`src/rtl/seg_display_pkg.sv`:
```
// seg_display_pkg: shared constants, arbiter state type and round-robin helpers
// for the multiplexed seven-segment display scheduler.
package seg_display_pkg;

    localparam logic [3:0] ANODE_OFF = 4'b1111;
    localparam int         DIGITS    = 4;

    typedef enum logic {ST_IDLE, ST_OWNED} arb_state_t;

    // Requests are zero-extended to 8 bits, so searching mod 8 visits the
    // real requesters in the same cyclic order as searching mod N_REQ.
    function automatic logic [7:0] rr_pick(input logic [7:0] r, input logic [2:0] last);
        logic [2:0] idx;
        rr_pick = '0;
        for (int i = 7; i >= 0; i--) begin
            idx = last + 3'(i) + 3'd1;
            if (r[idx]) rr_pick = 8'b1 << idx;
        end
    endfunction

    function automatic logic [2:0] oh2idx(input logic [7:0] oh);
        oh2idx = '0;
        for (int i = 0; i < 8; i++)
            if (oh[i]) oh2idx = 3'(i);
    endfunction

endpackage

```
`src/rtl/seg_display_scheduler_scan.sv`:
```
// seg_scan_timer: digit slot counter and frame pulse; exposes next-cycle slot
// and blank so the top can register its outputs in step with the scan.
module seg_scan_timer
    import seg_display_pkg::*;
#(
    parameter int SCAN_DIV  = 100000,
    parameter int BLANK_CYC = 1000
) (
    input  logic       CLK,
    input  logic       RESETN,
    output logic [1:0] o_slot_nxt,
    output logic       o_blank_nxt,
    output logic       o_frame_end
);

    localparam int CW = $clog2(SCAN_DIV);

    logic [CW-1:0] r_cnt;
    logic [CW-1:0] w_cnt_nxt;
    logic [1:0]    r_slot;
    logic          r_frame_end;
    logic          w_wrap;

    always_comb begin
        w_wrap      = r_cnt == CW'(SCAN_DIV - 1);
        w_cnt_nxt   = w_wrap ? '0 : r_cnt + CW'(1);
        o_slot_nxt  = w_wrap ? r_slot + 2'd1 : r_slot;
        o_blank_nxt = 32'(w_cnt_nxt) < BLANK_CYC;
    end

    always_ff @(posedge CLK or negedge RESETN) begin
        if (!RESETN) begin
            r_cnt       <= '0;
            r_slot      <= '0;
            r_frame_end <= 1'b0;
        end else begin
            r_cnt       <= w_cnt_nxt;
            r_slot      <= o_slot_nxt;
            r_frame_end <= o_slot_nxt == 2'(DIGITS - 1) && w_cnt_nxt == CW'(SCAN_DIV - 1);
        end
    end

    assign o_frame_end = r_frame_end;

endmodule

```
`src/rtl/seg_display_scheduler.sv`:
```
// seg_display_scheduler: frame-synchronous round-robin owner of a 4-digit
// multiplexed display, with minimum hold time and tear-free digit snapshots.
module seg_display_scheduler
    import seg_display_pkg::*;
#(
    parameter int N_REQ       = 3,
    parameter int SCAN_DIV    = 100000,
    parameter int BLANK_CYC   = 1000,
    parameter int HOLD_FRAMES = 250
) (
    input  logic                 CLK,
    input  logic                 RESETN,
    input  logic [N_REQ-1:0]     req,
    input  logic [16*N_REQ-1:0]  req_digits,
    input  logic [4*N_REQ-1:0]   req_dp,
    output logic [N_REQ-1:0]     grant,
    output logic [3:0]           an,
    output logic [3:0]           digit_val,
    output logic                 dp_n,
    output logic                 frame_end
);

    localparam int HW = $clog2(HOLD_FRAMES + 1);

    arb_state_t       r_state, w_state_nxt;
    logic [N_REQ-1:0] r_grant, w_grant_nxt;
    logic [2:0]       r_last, w_last_nxt;
    logic [HW-1:0]    r_hold, w_hold_nxt;
    logic [15:0]      r_snap_d, w_snap_d_nxt, w_sel_d;
    logic [3:0]       r_snap_dp, w_snap_dp_nxt, w_sel_dp;
    logic [3:0]       r_an, r_digit, w_an_nxt;
    logic             r_dp_n;
    logic [1:0]       w_slot_nxt;
    logic             w_blank_nxt, w_frame_end;
    logic [7:0]       w_req8, w_pick;
    logic             w_owner_req, w_other_req, w_hold_done;

    seg_scan_timer #(
        .SCAN_DIV  (SCAN_DIV),
        .BLANK_CYC (BLANK_CYC)
    ) u_scan (
        .CLK         (CLK),
        .RESETN      (RESETN),
        .o_slot_nxt  (w_slot_nxt),
        .o_blank_nxt (w_blank_nxt),
        .o_frame_end (w_frame_end)
    );

    always_comb begin
        w_req8              = '0;
        w_req8[N_REQ-1:0]   = req;
        w_pick              = rr_pick(w_req8, r_last);
        w_owner_req         = |(req & r_grant);
        w_other_req         = |(req & ~r_grant);
        w_hold_done         = 32'(r_hold) + 1 >= HOLD_FRAMES;
        w_state_nxt         = r_state;
        w_grant_nxt         = r_grant;
        w_last_nxt          = r_last;
        w_hold_nxt          = r_hold;
        if (w_frame_end) begin
            if (r_state == ST_IDLE || !w_owner_req || (w_other_req && w_hold_done)) begin
                w_grant_nxt = w_pick[N_REQ-1:0];
                w_hold_nxt  = '0;
                if (|w_pick) w_last_nxt = oh2idx(w_pick);
            end else begin
                w_hold_nxt  = w_hold_done ? HW'(HOLD_FRAMES) : r_hold + HW'(1);
            end
            w_state_nxt = |w_grant_nxt ? ST_OWNED : ST_IDLE;
        end
        w_sel_d  = '0;
        w_sel_dp = '0;
        for (int i = 0; i < N_REQ; i++) begin
            if (w_grant_nxt[i]) begin
                w_sel_d  = req_digits[16*i +: 16];
                w_sel_dp = req_dp[4*i +: 4];
            end
        end
        w_snap_d_nxt  = w_frame_end ? w_sel_d : r_snap_d;
        w_snap_dp_nxt = w_frame_end ? w_sel_dp : r_snap_dp;
        w_an_nxt      = (~|w_grant_nxt || w_blank_nxt) ? ANODE_OFF : ~(4'b0001 << w_slot_nxt);
    end

    // Outputs are computed from next-cycle scan/grant values so they line up with the counters.
    always_ff @(posedge CLK or negedge RESETN) begin
        if (!RESETN) begin
            r_state   <= ST_IDLE;
            r_grant   <= '0;
            r_last    <= 3'd7;
            r_hold    <= '0;
            r_snap_d  <= '0;
            r_snap_dp <= '0;
            r_an      <= ANODE_OFF;
            r_digit   <= '0;
            r_dp_n    <= 1'b1;
        end else begin
            r_state   <= w_state_nxt;
            r_grant   <= w_grant_nxt;
            r_last    <= w_last_nxt;
            r_hold    <= w_hold_nxt;
            r_snap_d  <= w_snap_d_nxt;
            r_snap_dp <= w_snap_dp_nxt;
            r_an      <= w_an_nxt;
            r_digit   <= w_snap_d_nxt[4*w_slot_nxt +: 4];
            r_dp_n    <= (w_an_nxt == ANODE_OFF) | ~w_snap_dp_nxt[w_slot_nxt];
        end
    end

    assign grant     = r_grant;
    assign an        = r_an;
    assign digit_val = r_digit;
    assign dp_n      = r_dp_n;
    assign frame_end = w_frame_end;

endmodule

```
`config.mk`:
```
export PLATFORM = sky130hd
export DESIGN_NAME = seg_display_scheduler
export DESIGN_NICKNAME = d
export VERILOG_FILES = /design/src/rtl/seg_display_pkg.sv /design/src/rtl/seg_display_scheduler_scan.sv /design/src/rtl/seg_display_scheduler.sv
export SDC_FILE = /design/constraint.sdc
export NUM_CORES = 1
export LEC_CHECK = 0
export CAP_MARGIN = 20
export CORE_ASPECT_RATIO = 1.75
export CORE_MARGIN = 2
export CORE_UTILIZATION = 30
export CTS_BUF_LIST = sky130_fd_sc_hd__clkbuf_8
export DETAILED_ROUTE_END_ITERATION = 8
export GPL_ROUTABILITY_DRIVEN = 0
export PLACE_DENSITY_LB_ADDON = 0.25
export RECOVER_POWER = 50
export SYNTH_ARGS = -nofsm -noshare
export SYNTH_HDL_FRONTEND = slang
export SYNTH_HIERARCHICAL = 1
export SYNTH_SLANG_ARGS = --single-unit
```
`constraint.sdc`:
```
create_clock -name CLK -period 3.8 [get_ports CLK]
set_input_delay 0.76 -clock CLK [delete_from_list [all_inputs] [get_ports CLK]]
set_output_delay 0.76 -clock CLK [all_outputs]
set_load 0.02 [all_outputs]
```
==> flow_summary.json, run 1 <==
{
  "status": "finished, violations left",
  "failed_checks": "max-capacitance violations, max-slew violations",
  "setup.worst_path.start_class": "register",
  "tns_ns": 0,
  "vias": 4621,
  "vdd_drop_max_mv": 0.243,
  "drc": 0,
  "die_h_um": 169,
  "final-setup-viol-count": 0,
  "synth.distinct_cells": 79,
  "pre_cts_slack_ns": -0.353,
  "die_x_um": 98.3,
  "tightest_slew_ns": 1.73,
  "dp_hpwl_um": 11200,
  "fp.coreArea_mm2": 0.0153,
  "power_frac_comb": 0.097,
  "n_antenna_cell": 0,
  "antenna_found_initial": 0,
  "start_util": 0.305,
  "hold_violations": 0,
  "synthCells": 533,
  "die_area_mm2": 0.0166,
  "skew_ns": 0.0109,
  "clock.fmax_mhz": 269,
  "synth_async_sr_flop_share": 1.00,
  "synthToLayoutAreaGrowth_pct": 31.0,
  "rsz0062_at_grt": "true",
  "gr-total-overflow": 0,
  "layout-drive-gt1-share": 0.185,
  "drv_cap": 1,
  "viasPerCell": 5.57,
  "p_sw_frac": 0.236,
  "endpoint_kind": "register",
  "io_buffers": 77,
  "leakagePower_nw": 2.49,
  "final_cell_area_mm2": 0.00611,
  "syn_nets": 611,
  "synthFlopType": "dfrtp_1",
  "detail_route.first_pass.iterations": 5,
  "p_int_mw": 1.07,
  "holdBufCountCts": 0,
  "pwr-share-clk": 0.415,
  "drv_slew": 33,
  "routed_wl_um": 14400,
  "htree_levels": 3,
  "netlist_area_mm2": 0.00466,
  "period_minus_slack_ns": 3.71,
  "wire_per_inst_um": 17.4,
  "io_pins": 78,
  "worst-setup-path-type": "reg2reg",
  "ys_seq_area_frac": 0.345,
  "hp-class": "in2async",
  "worst-r2r-setup-slack_ns": 0.09,
  "crit_path_max_fanout": 6,
  "power.switching_uw": 330,
  "grt_max_degree": 53,
  "min_period_over_period": 0.977,
  "ys_seq_elements": 64,
  "cts_num_sinks": 64,
  "synth_top_area_cell": "dfrtp_1",
  "seq_power_share": 0.488,
  "grt_use_total": 0.174,
  "placed_cell_area_mm2": 0.00587,
  "cellPowerDensity_mw_per_mm2": 228,
  "cts_tree": "done",
  "max_slew_margin": -0.155,
  "worstPathRequired_ns": 4.02,
  "clk_path_buf_depth": 2,
  "cp.arrival_ns": 3.93,
  "clkTransAtPathRegs_ns": 0.07,
  "cts_buffers": 9,
  "synth_area_per_cell_um2": 8.75,
  "antenna_left": 0,
  "rows": 60,
  "reg2reg_depth": 15,
  "holdWs_ns": 0.471,
  "fin_nets": 717,
  "worstReg2RegEnd": "digit_val[3]",
  "synth_top_area_frac": 0.300,
  "cts-root-buf": "clkbuf_8",
  "grt_pass1_vias": 4744,
  "nFillCells": 1587,
  "ys_top_cells_by_area": "dfrtp_1, nand2_1, dfstp_2",
  "drtIter0Drc": 157,
  "fin_ws_ns": 0.0870,
  "r2r_start": "r_last[0]",
  "synth-edff-count": 0,
  "ys_warn_count": 6,
  "clk_latency_ns": 0.35,
  "grt_pass1_wl_um": 23300
}
## flip-flops by register name, summed over array words and instances (netlist names)
name	count
an	4
digit_val	4
dp_n	1
grant	3
r_hold	8
r_last	3
r_snap_d	16
r_snap_dp	4
r_state	1
u_scan/o_frame_end	1
u_scan/r_cnt	17
u_scan/r_slot	2
## power by group through the flow
stage	Combinational, mW	Clock [mW]	Sequential [mW]
after floorplan	0.0318	0	0.694
after global placement	0.136	0	0.694
after detailed placement	0.136	0	0.694
after CTS	0.137	0.601	0.681
after global routing	0.146	0.625	0.681
final	0.136	0.579	0.681
## worst max path at each step
stage	from	endpoint	slack, ns
4_1_cts	req[0]	digit_val[3]	0.02
2_1_floorplan	r_last[1]	digit_val[3]	0.06
3_3_place_gp	req[1]	digit_val[0]	-0.22
6_report	r_last[0]	digit_val[3]	0.09
3_5_place_dp	req[0]	digit_val[3]	-0.35
5_1_grt	r_last[1]	digit_val[1]	-0.09
## cell usage in the layout (no fill, tap or decap), drive strengths merged, types with 13 or more instances in the layout
cell / n
nor3: 16
inv: 21
a21oi: 19
buf: 52
nand2: 62
dfrtp: 56
nor2: 27
a31oi: 24
nand2b: 27
clkdlybuf4s50: 76
ha: 13
xnor2: 13
o22ai: 17
nand3: 35
## cells by family (layout without fill, tap and decap cells)
family                     after synthesis  count (layout)  share of synthesized area
muxes                                   11              11                     0.0271
and+or+nand+nor                        234             234                      0.277
AOI/OAI and AO/OA                      131             131                      0.216
adders and majority gates               13              13                     0.0349
DFF                                     64              64                      0.345
xor gates and xnor gates                22              22                     0.0413
buffers and inverters                   58             169                     0.0587
## worst max-delay path: stages (launching register included)
cell	delay [ns]
dfstp_2	0.54
clkinv_1	0.08
ha_2	0.38
mux2_2	0.38
o211ai_1	0.32
buf_4	0.19
o211a_1	0.16
o211a_1	0.13
a311oi_1	0.05
buf_4	0.16
mux2_4	0.30
buf_4	0.17
and2_1	0.18
a221o_1	0.30
o211ai_1	0.14
o211ai_2	0.11
## metal layers
metal	GRT usage	part of all wire	vias up
li1	-	-	2179
met1	0.183	0.37	2235
met2	0.324	0.53	152
met3	0.0264	0.040	55
met4	0.0989	0.051	0
met5	0	0	-
## what timing repair did
item                                    in CTS  in global routing
buffers inserted                             0                  2
gates resized for setup                      0                 10
endpoints found under the setup margin       0                 14
## per-stage QoR
stage,power [mW],instances,utilization
3_5_place_dp,0.830,811,0.383
6_report,1.40,830,0.399
4_1_cts,1.42,827,0.396
3_3_place_gp,0.830,811,0.383
2_1_floorplan,0.726,533,-
5_1_grt,1.45,830,0.399
## synth_stat cells (5+ instances only)
cell type,instances
and3_1,7
nand4_1,6
ha_1,13
xor2_1,9
nor3_1,16
clkbuf_1,19
a31oi_1,14
inv_1,20
a22oi_1,6
o22ai_1,16
dfrtp_1,56
nand3_1,35
nor4b_1,5
buf_2,6
a221o_1,5
a21oi_1,19
nor4_1,5
o211ai_1,11
nor2b_1,6
xnor2_1,13
mux2_2,5
nand2_1,62
dfstp_2,8
o21ai_0,12
nor2_1,27
a31oi_2,10
nand2b_1,27
## layout make-up
type / count / area (um^2) / share of cell area
well taps: 186 / 233 / 0.0381
multi-input cells: 411 / 2810 / 0.459
inverters: 22 / 85.1 / 0.0139
repair buffers: 131 / 1180 / 0.193
clock inverters: 7 / 72.6 / 0.0119
clock buffers: 9 / 124 / 0.0203
flip-flops and latches: 64 / 1610 / 0.264
Power figures use the tool's default switching activity.
==> run 2, diff against run 1 <==
--- a/config.mk
+++ b/config.mk
@@ -14,6 +14,7 @@
 export GPL_ROUTABILITY_DRIVEN = 0
 export PLACE_DENSITY_LB_ADDON = 0.25
 export RECOVER_POWER = 50
+export SLEW_MARGIN = 20
 export SYNTH_ARGS = -nofsm -noshare
 export SYNTH_HDL_FRONTEND = slang
 export SYNTH_HIERARCHICAL = 1
==> flow_summary.json, run 2 (same netlist as run 1, synthesis figures left out) <==
{
  "grt_max_degree": 53,
  "clkTransAtPathRegs_ns": 0.07,
  "worst-setup-path-type": "reg2reg",
  "failed_checks": "max-capacitance violations, max-slew violations",
  "cts-root-buf": "clkbuf_8",
  "final_common_cell": "clkdlybuf4s50_1",
  "clk_latency_ns": 0.35,
  "max_slew_margin": -0.686,
  "start_util": 0.305,
  "viasPerCell": 5.57,
  "setup.worst_path.start_class": "register",
  "clk_path_buf_depth": 2,
  "dp_hpwl_um": 11200,
  "cellPowerDensity_mw_per_mm2": 229,
  "io_buffers": 77,
  "hold_violations": 0,
  "die_area_mm2": 0.0166,
  "instances_no_fill": 829,
  "die_x_um": 98.3,
  "drv_cap": 1,
  "pre_cts_slack_ns": -0.353,
  "routed_wl_um": 14500,
  "skew_ns": 0.0109,
  "antenna_left": 0,
  "drtIter0Drc": 181,
  "detail_route.first_pass.iterations": 9,
  "cts_num_sinks": 64,
  "synthToLayoutAreaGrowth_pct": 31.0,
  "htree_levels": 3,
  "total_power_mw": 1.40,
  "io_pins": 78,
  "cts_buffers": 9,
  "leakagePower_nw": 2.49,
  "holdWs_ns": 0.505,
  "fp.coreArea_mm2": 0.0153,
  "largest_register_ffs": 17,
  "multi_input_area_mm2": 0.00281,
  "fin_nets": 716,
  "cts_tree": "done",
  "top_regs": "u_scan/r_cnt: 17 flops, r_snap_d: 16 flops, r_hold: 8 flops",
  "vias": 4619,
  "tightest_slew_ns": 2.53,
  "seqCellArea_mm2": 0.00161,
  "period_minus_slack_ns": 3.71,
  "wire_per_inst_um": 17.5,
  "cp.arrival_ns": 3.94,
  "route.layer.met1.wl_um": 5580,
  "final-setup-viol-count": 0,
  "gr-total-overflow": 0,
  "min_period_over_period": 0.977,
  "placed_cell_area_mm2": 0.00587,
  "layout-drive-gt1-share": 0.185,
  "route.met3.wl_um": 496,
  "n_antenna_cell": 0,
  "grt_use_total": 0.174,
  "final_cell_area_mm2": 0.00611,
  "fin_ws_ns": 0.0863,
  "worstPathRequired_ns": 4.02,
  "grt_pass1_wl_um": 23300,
  "dr.max_layer_used": "met4",
  "drv_slew": 47,
  "rsz0062_at_grt": "true",
  "final_cell_mix": "clkdlybuf4s50_1, nand2_1, dfrtp_1, buf_4, nand3_1",
  "wl_met2_um": 7680,
  "vdd_drop_max_mv": 0.243,
  "placed_cells": 811,
  "die_h_um": 169,
  "hp-class": "reg2reg",
  "drc": 0,
  "endpoint_kind": "register",
  "antenna_found_initial": 0,
  "fin_util": 0.399,
  "grt_pass1_vias": 4744,
  "rows": 60,
  "top_register": "u_scan/r_cnt",
  "clock.fmax_mhz": 269,
  "status": "finished, violations left",
  "tns_ns": 0,
  "nFillCells": 1587,
  "crit_path_max_fanout": 6
}
[run 2: cell types whose count changed in the layout (fill, tap and decap cells not counted), sizes merged]
cell and change:
clkbuf -1
[run 2: timing repair]
item                                    in CTS  in global routing
endpoints found under the setup margin       0                 14
setup buffers                                0                  2
hold buffers                                 0                  0
resized for setup                            0                 10
[run 2: cell type report]
cell class,count,area share
Multi-Input combinational cell,411,0.459
Sequential cell,64,0.264
Timing Repair Buffer,130,0.193
Tap cell,186,0.0381
Clock buffer,9,0.0203
Inverter,22,0.0139
Clock inverter,7,0.0119
[run 2: worst paths after layout]
path	startpoint	end	slack, ns	cells after the start
max	r_last[0]	digit_val[3]	0.09	15
min	r_state	r_state	0.51	1
max reg2reg	r_last[0]	digit_val[3]	0.09	15
min reg2reg	r_state	r_state	0.51	1
max in group asynchronous	RESETN	r_snap_d[8]	0.98	2
min in group asynchronous	RESETN	u_scan/r_cnt[2]	1.19	1
[run 2: where the power goes]
part / internal, mW / switching [mW] / total [mW]
clock: 0.302 / 0.277 / 0.579
combinational: 0.0825 / 0.0533 / 0.136
sequential: 0.681 / 0 / 0.681
total: 1.07 / 0.331 / 1.40
[run 2: critical path, cell delays in order (launching register included)]
cell and delay (ns):
dfstp_2 0.54, clkinv_1 0.08, ha_2 0.38, mux2_2 0.38
o211ai_1 0.32, buf_4 0.19, o211a_1 0.16, o211a_1 0.13
a311oi_1 0.05, buf_4 0.16, mux2_4 0.30, buf_4 0.17
and2_1 0.18, a221o_1 0.30, o211ai_1 0.14, o211ai_2 0.11
[run 2: layer usage]
layer	vias up	global-route usage
met1	2236	0.183
met2	153	0.324
met3	53	0.0264
met4	0	0.0989
met5	-	0
li1	2177	-
